===== src/rtl/axi_cmd_reg_map_pkg.sv =====
// axi_cmd_reg_map shared definitions:
// opcodes, FSM states, header fields.
package cmd_pkg;

  // 'W' matches the command generator's WRITE_CMD byte
  localparam logic [7:0] OP_WRITE = 8'h57;
  localparam logic [7:0] OP_READ  = 8'h52;

  localparam int OPC_LSB = 24;
  localparam int CNT_LSB = 0;

  typedef enum logic [2:0] {
    HDR,
    ADDR,
    DATA,
    DRAIN,
    RB
  } state_e;

  function automatic logic [7:0] hdr_op(
    input logic [31:0] w
  );
    return w[OPC_LSB +: 8];
  endfunction

  function automatic logic [7:0] hdr_cnt(
    input logic [31:0] w
  );
    return w[CNT_LSB +: 8];
  endfunction

endpackage


===== src/rtl/axi_cmd_reg_map_if.sv =====
// Command-in / readback-out stream bundle.
// slave: register map view; master: driver view.
interface axi_cmd_reg_map_if;
  logic [31:0] s_axis_tdata;
  logic        s_axis_tvalid;
  logic        s_axis_tlast;
  logic        s_axis_tready;
  logic [31:0] m_axis_tdata;
  logic        m_axis_tvalid;
  logic        m_axis_tlast;
  logic        m_axis_tready;

  modport slave (
    input  s_axis_tdata, s_axis_tvalid,
    input  s_axis_tlast, m_axis_tready,
    output s_axis_tready, m_axis_tdata,
    output m_axis_tvalid, m_axis_tlast
  );

  modport master (
    output s_axis_tdata, s_axis_tvalid,
    output s_axis_tlast, m_axis_tready,
    input  s_axis_tready, m_axis_tdata,
    input  m_axis_tvalid, m_axis_tlast
  );
endinterface


===== src/rtl/axi_cmd_reg_map_sat_counter.sv =====
// Saturating event counter, holds at all-ones.
// clk_i/rst_ni, inc_i event, cnt_o count.
module cmd_sat_counter #(
  parameter int W = 16
) (
  input  logic         clk_i,
  input  logic         rst_ni,
  input  logic         inc_i,
  output logic [W-1:0] cnt_o
);
  logic [W-1:0] cnt_q;

  always_ff @(posedge clk_i or negedge rst_ni) begin
    if (!rst_ni) cnt_q <= '0;
    else if (inc_i && cnt_q != '1)
      cnt_q <= cnt_q + 1'b1;
  end

  assign cnt_o = cnt_q;
endmodule


===== src/rtl/axi_cmd_reg_map.sv =====
// Command-frame decoder writing a register bank, with readback.
// Ports: axi_tclk/axi_tresetn, bus (streams), reg_bus, reg_update, cmd_done/err, counters.
module axi_cmd_reg_map
  import cmd_pkg::*;
#(
  parameter int REG_WIDTH = 4,
  parameter int NUM_REG   = 6,
  parameter int CNT_WIDTH = 16
) (
  input  logic axi_tclk,
  input  logic axi_tresetn,
  axi_cmd_reg_map_if.slave bus,
  output logic [8*REG_WIDTH*NUM_REG-1:0] reg_bus,
  output logic [NUM_REG-1:0] reg_update,
  output logic cmd_done,
  output logic cmd_err,
  output logic [CNT_WIDTH-1:0] frame_count,
  output logic [CNT_WIDTH-1:0] err_count
);
  localparam int RW = 8*REG_WIDTH;
  localparam logic [7:0] LAST_IDX = 8'(NUM_REG-1);

  state_e state_q, state_d;
  logic [7:0] n_q, n_d, addr_q, addr_d;
  logic [7:0] idx_q, idx_d, rd_idx;
  logic bad_q, bad_d, rdy_q;
  logic done_q, done_d, err_q, err_d;
  logic mv_q, mv_d, ml_q, ml_d;
  logic [31:0] md_q, md_d, rd_val, wd;
  logic [RW-1:0] regs_q [NUM_REG];
  logic [RW-1:0] regs_d [NUM_REG];
  logic [NUM_REG-1:0] upd_q, upd_d;
  logic acc, last, oor;

  assign acc  = bus.s_axis_tvalid & rdy_q;
  assign wd   = bus.s_axis_tdata;
  assign last = bus.s_axis_tlast;
  assign oor  = 32'(addr_q) >= NUM_REG;

  // next word to present: 0 on entry, else idx+1
  assign rd_idx = mv_q ? idx_q + 8'd1 : 8'd0;

  always_comb begin
    rd_val = '0;
    for (int i = 0; i < NUM_REG; i++)
      if (rd_idx == 8'(i))
        rd_val = 32'(regs_q[i]);
  end

  always_comb begin
    state_d = state_q;
    n_d     = n_q;
    addr_d  = addr_q;
    bad_d   = bad_q;
    idx_d   = idx_q;
    mv_d    = mv_q;
    ml_d    = ml_q;
    md_d    = md_q;
    done_d  = 1'b0;
    err_d   = 1'b0;
    upd_d   = '0;
    regs_d  = regs_q;
    unique case (state_q)
      HDR: if (acc) begin
        if (hdr_op(wd) == OP_WRITE) begin
          if (hdr_cnt(wd) == 8'd0) begin
            if (last) done_d = 1'b1;
            else state_d = DRAIN;
          end else if (last) begin
            err_d = 1'b1;
          end else begin
            state_d = ADDR;
            n_d     = hdr_cnt(wd);
            bad_d   = 1'b0;
          end
        end else if (hdr_op(wd) == OP_READ) begin
          state_d = last ? RB : DRAIN;
        end else if (last) begin
          err_d = 1'b1;
        end else begin
          state_d = DRAIN;
        end
      end
      ADDR: if (acc) begin
        addr_d = wd[7:0];
        if (last) begin
          err_d   = 1'b1;
          state_d = HDR;
        end else begin
          state_d = DATA;
        end
      end
      DATA: if (acc) begin
        if (!oor)
          for (int i = 0; i < NUM_REG; i++)
            if (addr_q == 8'(i)) begin
              regs_d[i] = wd[RW-1:0];
              upd_d[i]  = 1'b1;
            end
        n_d   = n_q - 8'd1;
        bad_d = bad_q | oor;
        if (n_q == 8'd1) begin
          if (last) begin
            state_d = HDR;
            if (bad_q || oor) err_d = 1'b1;
            else done_d = 1'b1;
          end else begin
            state_d = DRAIN;
          end
        end else if (last) begin
          err_d   = 1'b1;
          state_d = HDR;
        end else begin
          state_d = ADDR;
        end
      end
      DRAIN: if (acc && last) begin
        err_d   = 1'b1;
        state_d = HDR;
      end
      RB: begin
        if (!mv_q) begin
          mv_d  = 1'b1;
          md_d  = rd_val;
          idx_d = 8'd0;
          ml_d  = (LAST_IDX == 8'd0);
        end else if (bus.m_axis_tready) begin
          if (ml_q) begin
            mv_d    = 1'b0;
            ml_d    = 1'b0;
            md_d    = '0;
            done_d  = 1'b1;
            state_d = HDR;
          end else begin
            idx_d = rd_idx;
            md_d  = rd_val;
            ml_d  = (rd_idx == LAST_IDX);
          end
        end
      end
      default: state_d = HDR;
    endcase
  end

  always_ff @(posedge axi_tclk or negedge axi_tresetn) begin
    if (!axi_tresetn) begin
      state_q <= HDR;
      n_q     <= '0;
      addr_q  <= '0;
      idx_q   <= '0;
      bad_q   <= 1'b0;
      rdy_q   <= 1'b0;
      done_q  <= 1'b0;
      err_q   <= 1'b0;
      mv_q    <= 1'b0;
      ml_q    <= 1'b0;
      md_q    <= '0;
      upd_q   <= '0;
      for (int i = 0; i < NUM_REG; i++)
        regs_q[i] <= '0;
    end else begin
      state_q <= state_d;
      n_q     <= n_d;
      addr_q  <= addr_d;
      idx_q   <= idx_d;
      bad_q   <= bad_d;
      rdy_q   <= (state_d != RB);
      done_q  <= done_d;
      err_q   <= err_d;
      mv_q    <= mv_d;
      ml_q    <= ml_d;
      md_q    <= md_d;
      upd_q   <= upd_d;
      regs_q  <= regs_d;
    end
  end

  always_comb begin
    reg_bus = '0;
    for (int i = 0; i < NUM_REG; i++)
      reg_bus[i*RW +: RW] = regs_q[i];
  end

  assign bus.s_axis_tready = rdy_q;
  assign bus.m_axis_tdata  = md_q;
  assign bus.m_axis_tvalid = mv_q;
  assign bus.m_axis_tlast  = ml_q;
  assign reg_update = upd_q;
  assign cmd_done   = done_q;
  assign cmd_err    = err_q;

  cmd_sat_counter #(.W(CNT_WIDTH)) u_frame_cnt (
    .clk_i  (axi_tclk),
    .rst_ni (axi_tresetn),
    .inc_i  (done_d),
    .cnt_o  (frame_count)
  );

  cmd_sat_counter #(.W(CNT_WIDTH)) u_err_cnt (
    .clk_i  (axi_tclk),
    .rst_ni (axi_tresetn),
    .inc_i  (err_d),
    .cnt_o  (err_count)
  );
endmodule


===== src/flat_wrapper.sv =====
// flat-port wrapper written by rule: the top's interface ports become plain ports
module axi_cmd_reg_map_flat import cmd_pkg::*;
#(
  parameter int REG_WIDTH = 4,
  parameter int NUM_REG   = 6,
  parameter int CNT_WIDTH = 16
)
  (axi_tclk, axi_tresetn, reg_bus, reg_update, cmd_done, cmd_err, frame_count, err_count, bus_s_axis_tdata, bus_s_axis_tvalid, bus_s_axis_tlast, bus_m_axis_tready, bus_s_axis_tready, bus_m_axis_tdata, bus_m_axis_tvalid, bus_m_axis_tlast);
  axi_cmd_reg_map_if bus_i ();
  input  logic axi_tclk;
  input  logic axi_tresetn;
  output logic [8*REG_WIDTH*NUM_REG-1:0] reg_bus;
  output logic [NUM_REG-1:0] reg_update;
  output logic cmd_done;
  output logic cmd_err;
  output logic [CNT_WIDTH-1:0] frame_count;
  output logic [CNT_WIDTH-1:0] err_count;
  input wire logic [$bits(bus_i.s_axis_tdata)-1:0] bus_s_axis_tdata;
  input wire logic [$bits(bus_i.s_axis_tvalid)-1:0] bus_s_axis_tvalid;
  input wire logic [$bits(bus_i.s_axis_tlast)-1:0] bus_s_axis_tlast;
  input wire logic [$bits(bus_i.m_axis_tready)-1:0] bus_m_axis_tready;
  output wire logic [$bits(bus_i.s_axis_tready)-1:0] bus_s_axis_tready;
  output wire logic [$bits(bus_i.m_axis_tdata)-1:0] bus_m_axis_tdata;
  output wire logic [$bits(bus_i.m_axis_tvalid)-1:0] bus_m_axis_tvalid;
  output wire logic [$bits(bus_i.m_axis_tlast)-1:0] bus_m_axis_tlast;
  assign bus_i.s_axis_tdata = bus_s_axis_tdata;
  assign bus_i.s_axis_tvalid = bus_s_axis_tvalid;
  assign bus_i.s_axis_tlast = bus_s_axis_tlast;
  assign bus_i.m_axis_tready = bus_m_axis_tready;
  assign bus_s_axis_tready = bus_i.s_axis_tready;
  assign bus_m_axis_tdata = bus_i.m_axis_tdata;
  assign bus_m_axis_tvalid = bus_i.m_axis_tvalid;
  assign bus_m_axis_tlast = bus_i.m_axis_tlast;
  axi_cmd_reg_map #(.REG_WIDTH(REG_WIDTH), .NUM_REG(NUM_REG), .CNT_WIDTH(CNT_WIDTH)) u_core (.axi_tclk(axi_tclk), .axi_tresetn(axi_tresetn), .bus(bus_i), .reg_bus(reg_bus), .reg_update(reg_update), .cmd_done(cmd_done), .cmd_err(cmd_err), .frame_count(frame_count), .err_count(err_count));
endmodule

===== config.mk =====
export PLATFORM = sky130hd
export DESIGN_NAME = axi_cmd_reg_map_flat
export DESIGN_NICKNAME = d
export VERILOG_FILES = /design/src/rtl/axi_cmd_reg_map_pkg.sv /design/src/rtl/axi_cmd_reg_map_if.sv /design/src/rtl/axi_cmd_reg_map_sat_counter.sv /design/src/rtl/axi_cmd_reg_map.sv /design/src/flat_wrapper.sv
export SDC_FILE = /design/constraint.sdc
export NUM_CORES = 1
export LEC_CHECK = 0
export ABC_AREA = 0
export BUFFER_PORTS_ARGS = -buffer_cell sky130_fd_sc_hd__buf_2
export CORE_MARGIN = 2
export CORE_UTILIZATION = 55
export DETAILED_ROUTE_END_ITERATION = 10
export HOLD_SLACK_MARGIN = 0.15
export PLACE_DENSITY = 0.89
export REMOVE_ABC_BUFFERS = 1
export SYNTH_ARGS = -nofsm -noshare
export SYNTH_HDL_FRONTEND = slang
export SYNTH_SLANG_ARGS = --single-unit

===== constraint.sdc =====
create_clock -name axi_tclk -period 4.6 [get_ports axi_tclk]
set_clock_uncertainty 0.15 [all_clocks]
set_input_delay 0.92 -clock axi_tclk [delete_from_list [all_inputs] [get_ports axi_tclk]]
set_output_delay 0.92 -clock axi_tclk [all_outputs]
set_load 0.005 [all_outputs]

### Word level (Yosys, flattened, before mapping)

Cells that the tools add are included.

* add/subtract/negate cells: 4
* multipliers: 0
* div/mod/pow operators: 0
* magnitude comparators: 1
* equal/unequal tests: 27
* shift operators: 0
* muxes and demuxes: 81
* bitwise operators: 3
* reduce and logical (&&, ||, !) cells: 19

Operator list (number)
* $mux W32: 9
* $mux W8: 9
* $mux W3: 14
* $mux W1: 39
* $add A16 B1 Y16 const B: 2
* $eq A8 B2 Y1 const B: 4
* $eq A8 B3 Y1 const B: 4
* $ne A16 B16 Y1 const B: 2
* $eq A8 B1 Y1 const B: 3
* $logic_not A8 Y1: 3
* $reduce_and A4 Y1: 6
* $mux W6: 3
* $eq A8 B7 Y1 const B: 2
* $pmux W8 S2: 1
* $pmux W3 S5: 1
* $add A8 B1 Y8 const B: 1
* $ge A8 B3 Y1 const B: 1
* $ne A2 B2 Y1 const B: 4
* $sub A8 B1 Y8 const B: 1
* $eq A3 B2 Y1 const B: 2
* $ne A2 B1 Y1 const B: 3
* $reduce_and A6 Y1: 1
* $mux W2: 2
* $pmux W1 S4: 1
* other kinds (14): 17

* register bits: 295
* latch bits: 0
* RAM bits: 0
* memory bits (read-only): 0
* input port bits: 37
* output and inout bits: 267
* logic and storage cells: 155
* memories kept: 0

### Logic depth before layout (Yosys ltp)

* depth in word-level cells: 12
* depth in mapped cells: 9
* gate-level depth less buffers: 8

### Hierarchy

A second synthesis with hierarchy kept.

* cells, all modules: 1162
* area, all modules: 13490.4 um2

By module, submodules not included
* axi_cmd_reg_map: instances 1, cells each 1021, area each 11880.1 um2, seq. area each 6581.3 um2
* cmd_sat_counter at u_core.u_err_cnt: instances 1, cells each 72, area each 807.0 um2, seq. area each 400.4 um2
* cmd_sat_counter at u_core.u_frame_cnt: instances 1, cells each 69, area each 803.3 um2, seq. area each 400.4 um2

### Worst setup path before layout

Ideal clock, no wire load.

* path kind: in2reg
* start point: in bus_s_axis_tdata[0]
* end point: reg u_core.u_frame_cnt.cnt_q[12] (netlist: u_core.u_frame_cnt.cnt_o[12])
* library setup time: 125 ps
* arrival: 2727 ps
* required time: 4325 ps
* path slack: 1598 ps
* cell stages on the path: 8
* buffers on the path: 2
* cells stage by stage: clkbuf_2 or4_4 or3_1 o31ai_2 or2_1 buf_4 nand4_2 mux2_4

* word-level cells in the longest chain between the ends: 6

Ends and longest elaborated chain
* start: declaration: RTL line flat_wrapper.sv:18 `input wire logic [$bits(bus_i.s_axis_tdata)-1:0] bus_s_axis_tdata;`
* $logic_not A8 Y1: RTL line axi_cmd_reg_map.sv:66 `if (hdr_cnt(wd) == 8'd0) begin`
* $mux W1: RTL line axi_cmd_reg_map.sv:66
* $mux W1: RTL line axi_cmd_reg_map.sv:65 `if (hdr_op(wd) == OP_WRITE) begin`
* $mux W1: RTL line axi_cmd_reg_map.sv:64 `HDR: if (acc) begin`
* $pmux W1 S3: RTL line axi_cmd_reg_map.sv:63 `unique case (state_q)`
* via u_core.done_d: RTL line axi_cmd_reg_map.sv:27 `logic done_q, done_d, err_q, err_d;`
* $logic_and A1 B1 Y1: RTL line axi_cmd_reg_map_sat_counter.sv:15 `else if (inc_i && cnt_q != '1)`
* end signal: assignment: RTL line axi_cmd_reg_map_sat_counter.sv:16 `cnt_q <= cnt_q + 1'b1;`
* end: declaration: RTL line axi_cmd_reg_map_sat_counter.sv:11 `logic [W-1:0] cnt_q;`

The timed path passes the listed nets, and every way through them passes these cells.
A chain may end at the register's enable or synchronous reset.

### Worst setup path after layout

* start point: reg u_core.idx_q[1]
* end point: reg u_core.md_q[14] (netlist: u_core.bus.m_axis_tdata[14])

* word-level cells in the longest chain between the ends: 12
* elaborated cells on any way between the ends: 17
* those cells by class: add/sub (1); eq/ne (5); mux (10); reduce/logical (1)

Ends and longest elaborated chain
* start: declaration: RTL line axi_cmd_reg_map.sv:25 `logic [7:0] idx_q, idx_d, rd_idx;`
* start signal: assignment: RTL line axi_cmd_reg_map.sv:165 `idx_q <= idx_d;`
* $add A8 B1 Y8 (*): RTL line axi_cmd_reg_map.sv:41 `assign rd_idx = mv_q ? idx_q + 8'd1 : 8'd0;`
* $mux W8 (*): RTL line axi_cmd_reg_map.sv:41
* $logic_not A8 Y1: RTL line axi_cmd_reg_map.sv:46 `if (rd_idx == 8'(i))`
* $mux W32 (5 in series): RTL line axi_cmd_reg_map.sv:46
* $mux W32 (*): RTL line axi_cmd_reg_map.sv:46
* $mux W32: RTL line axi_cmd_reg_map.sv:128 `if (ml_q) begin`
* $mux W32: RTL line axi_cmd_reg_map.sv:127 `end else if (bus.m_axis_tready) begin`
* $mux W32 (*): RTL line axi_cmd_reg_map.sv:122 `if (!mv_q) begin`
* end signal: assignment: RTL line axi_cmd_reg_map.sv:172 `md_q <= md_d;`
* end: declaration: RTL line axi_cmd_reg_map.sv:29 `logic [31:0] md_q, md_d, rd_val, wd;`

Mark *: on every way between the ends. The rest lies on a longest branch, timed or not. The select of a mux whose other input is x is not followed.

==> flow_summary.yaml <==
die:
  core_area_um2: 24300
  fp.dieArea_um2: 26000
  initial_core_util: 0.559
  dieHeight_um: 161
  die_width_um: 161
  row_count: 57
  num_io_pins: 304
yosys:
  synth_area_per_cell_um2: 11.7
  synth_cells: 1160
  ys_ff_latch: 295
  synthesis.area_um2: 13600
  synth_enable_flop_cells: 0
  ys.flop_type: "dfrtp_1"
  synth_warnings: 0
  async_flop_share: 1.00
  yosysSeqAreaShare: 0.543
  ys_types: 64
clocking:
  cts_resized: 0
  cts_buffer_depth: 3
  path_clk_slew_ns: 0.06
  hold_buffers: 0
  post-cts-setup-buffers: 0
  cts_buffers: 31
  cts-root-buf: "clkbuf_16"
  cts.sinks: 295
  cts_tree: "yes"
  insertion_delay_ns: 0.56
  htreeDepth: 1
setup_path:
  crit_arrival_ns: 3.83
  crit_fanout: 34
  cp_data_required_time_ns: 4.87
  worstSetupStartpointType: "register"
  critical_path_class: "reg -> reg"
  end_kind: "register"
timing:
  fmax_mhz: 281
  rsz0062_at_grt: "no"
  fin_hold_ws_ns: 0.280
  final-max-slew-violation-count: 0
  period_needed_ns: 3.56
  tns_ns: 0
  finalHoldViolations: 0
  max_slew_margin: 0.264
  worstMarginPinSlew_ns: 1.10
  finalCritPeriodShare: 0.774
  setup_viol: 0
flow_run:
  drv_cap: 0
worst_hold_path:
  worstHoldPathType: "in -> async"
placed_design:
  place_congestion: 0.900
  portBuffers: 303
  dpl.hpwl_um: 26100
  placed_area_um2: 15500
route:
  met2RoutedLength_um: 19500
  wirelength_um: 41000
  via_count: 11342
  m1WireLength_um: 15800
  drtAntennaViolNets: 0
  routed.top_layer: "met4"
  drtPass1Iterations: 8
  routed-wl-met3_um: 3400
  vias_per_cell: 6.36
  drt_first_iter_violations: 1179
  route.detailed.drc: 0
  wire_per_inst_um: 23.0
outcome:
  outcome: "completed"
grt:
  grt_pass1_vias: 11431
  grtUsageTotal: 0.311
  antenna_found_initial: 0
  grt_max_degree: 113
  grt.overflow.total: 0
  grt_pass1_wl_um: 63600
pwr:
  irDropWorstVdd_mv: 0.344
  leakage_uw: 0.00839
  p_per_area_nw_per_um2: 402
layout:
  fin_nets: 1481
  final_util: 0.678
  nFillCells: 1756
  n_antenna_cell: 0
  drive_above_1_share: 0.413
  syn_to_final_growth_pct: 21.4
  multi_input_area_um2: 5890
  ff_latch_area_um2: 7380
  final_area_um2: 16500
-- cell usage in the layout, fill, tap and decap left out, types with 22 or more instances in the layout --
cell type  netlist  layout
buf_2            5     302
dfrtp_1        295     293
mux2_2         198     198
nand2_1        101      99
o21ai_0         82      82
a21oi_1         47      47
mux2i_1         34      34
a222oi_1        32      32
o22ai_1         32      32
a22oi_1         32      32
clkbuf_16        0      31
nor2_1          30      30
nor3_1          24      22
nand3_1         24      22
buf_4            2      22
-- through the flow --
step | total power, uW | setup WS, ns | instances
6_report | 6630 | 1.04 | 1783
2_1_floorplan | 3600 | -0.303 | 1079
5_1_grt | 6880 | 0.941 | 1783
3_5_place_dp | 4090 | 1.08 | 1730
3_3_place_gp | 4040 | 1.16 | 1730
4_1_cts | 6650 | 1.05 | 1783
-- state kept, by name, indices dropped and copies added, names as in the netlist --
register / flops
u_core.cmd_err: 1
u_core.state_q: 3
u_core.cmd_done: 1
u_core.bus.m_axis_tlast: 1
u_core.idx_q: 8
u_core.reg_bus: 192
u_core.u_frame_cnt.cnt_o: 16
u_core.addr_q: 8
u_core.bus.s_axis_tready: 1
u_core.n_q: 8
u_core.reg_update: 6
u_core.u_err_cnt.cnt_o: 16
u_core.bus.m_axis_tdata: 32
u_core.bus.m_axis_tvalid: 1
u_core.bad_q: 1
-- synthesized netlist by cell type (all sizes together) (15+ instances only) --
cell type    n  area (um^2)
buf         24          111
mux2       203         2290
o22ai       32          200
nand2      101          379
dfrtp      295         7380
nand3       24          120
o21ai       85          425
a21oi       47          235
and3        15         93.8
clkbuf      57          218
nor2        30          113
mux2i       34          340
nor3        26          140
xnor2       21          184
a222oi      32          320
a22oi       32          240
-- final cells by class --
type | count | area share
clock buffers | 39 | 0.0519
flip-flops and latches | 295 | 0.448
inverters | 10 | 0.00227
clock inverters | 14 | 0.0117
multi-input cells | 774 | 0.357
repair buffers | 327 | 0.105
well taps | 324 | 0.0246
-- metal layers --
layer,up-vias,track usage
met3,162,0.0568
met4,0,0.166
met2,665,0.506
met5,-,0
li1,4861,-
met1,5654,0.401
-- critical path: stages, from the launching register on --
cell	delay [ns]
dfrtp_1	0.41
ha_1	0.26
and3_1	0.24
and3_1	0.21
and3_1	0.22
o21ai_4	0.85
a21o_1	0.66
buf_12	0.27
a22oi_1	0.13
-- power by group --
| part | internal [uW] | switching (uW) |
|---|---|---|
| Clock | 1530 | 1030 |
| Sequential | 2880 | 277 |
| Combinational | 452 | 459 |
-- worst paths after layout --
path / to / slack, ns / startpoint / cells past startpoint
min: u_core.reg_bus[79]$_DFFE_PN0P_ / 0.28 / axi_tresetn / 1
max in group asynchronous: u_core.reg_bus[54]$_DFFE_PN0P_ / 3.02 / axi_tresetn / 2
max reg2reg: u_core.bus.m_axis_tdata[14]$_DFFE_PN0P_ / 1.04 / u_core.idx_q[1]$_DFFE_PN0P_ / 8
min in group axi_tclk: u_core.u_err_cnt.cnt_o[13]$_DFFE_PN0P_ / 0.36 / u_core.u_err_cnt.cnt_o[13]$_DFFE_PN0P_ / 1
min reg2reg: u_core.u_err_cnt.cnt_o[13]$_DFFE_PN0P_ / 0.36 / u_core.u_err_cnt.cnt_o[13]$_DFFE_PN0P_ / 1
max: u_core.bus.m_axis_tdata[14]$_DFFE_PN0P_ / 1.04 / u_core.idx_q[1]$_DFFE_PN0P_ / 8
-- cells by family after synthesis --
kind of cell	Yosys count	synth area share
flip-flops	295	0.543
buffers and inverters	91	0.0270
multiplexers	237	0.194
adder cells (fa/ha/maj)	5	0.00460
XOR/XNOR	29	0.0187
AO/OA/AOI/OAI	250	0.119
AND/OR/NAND/NOR	253	0.0943
(Power assumes the default switching activity.)
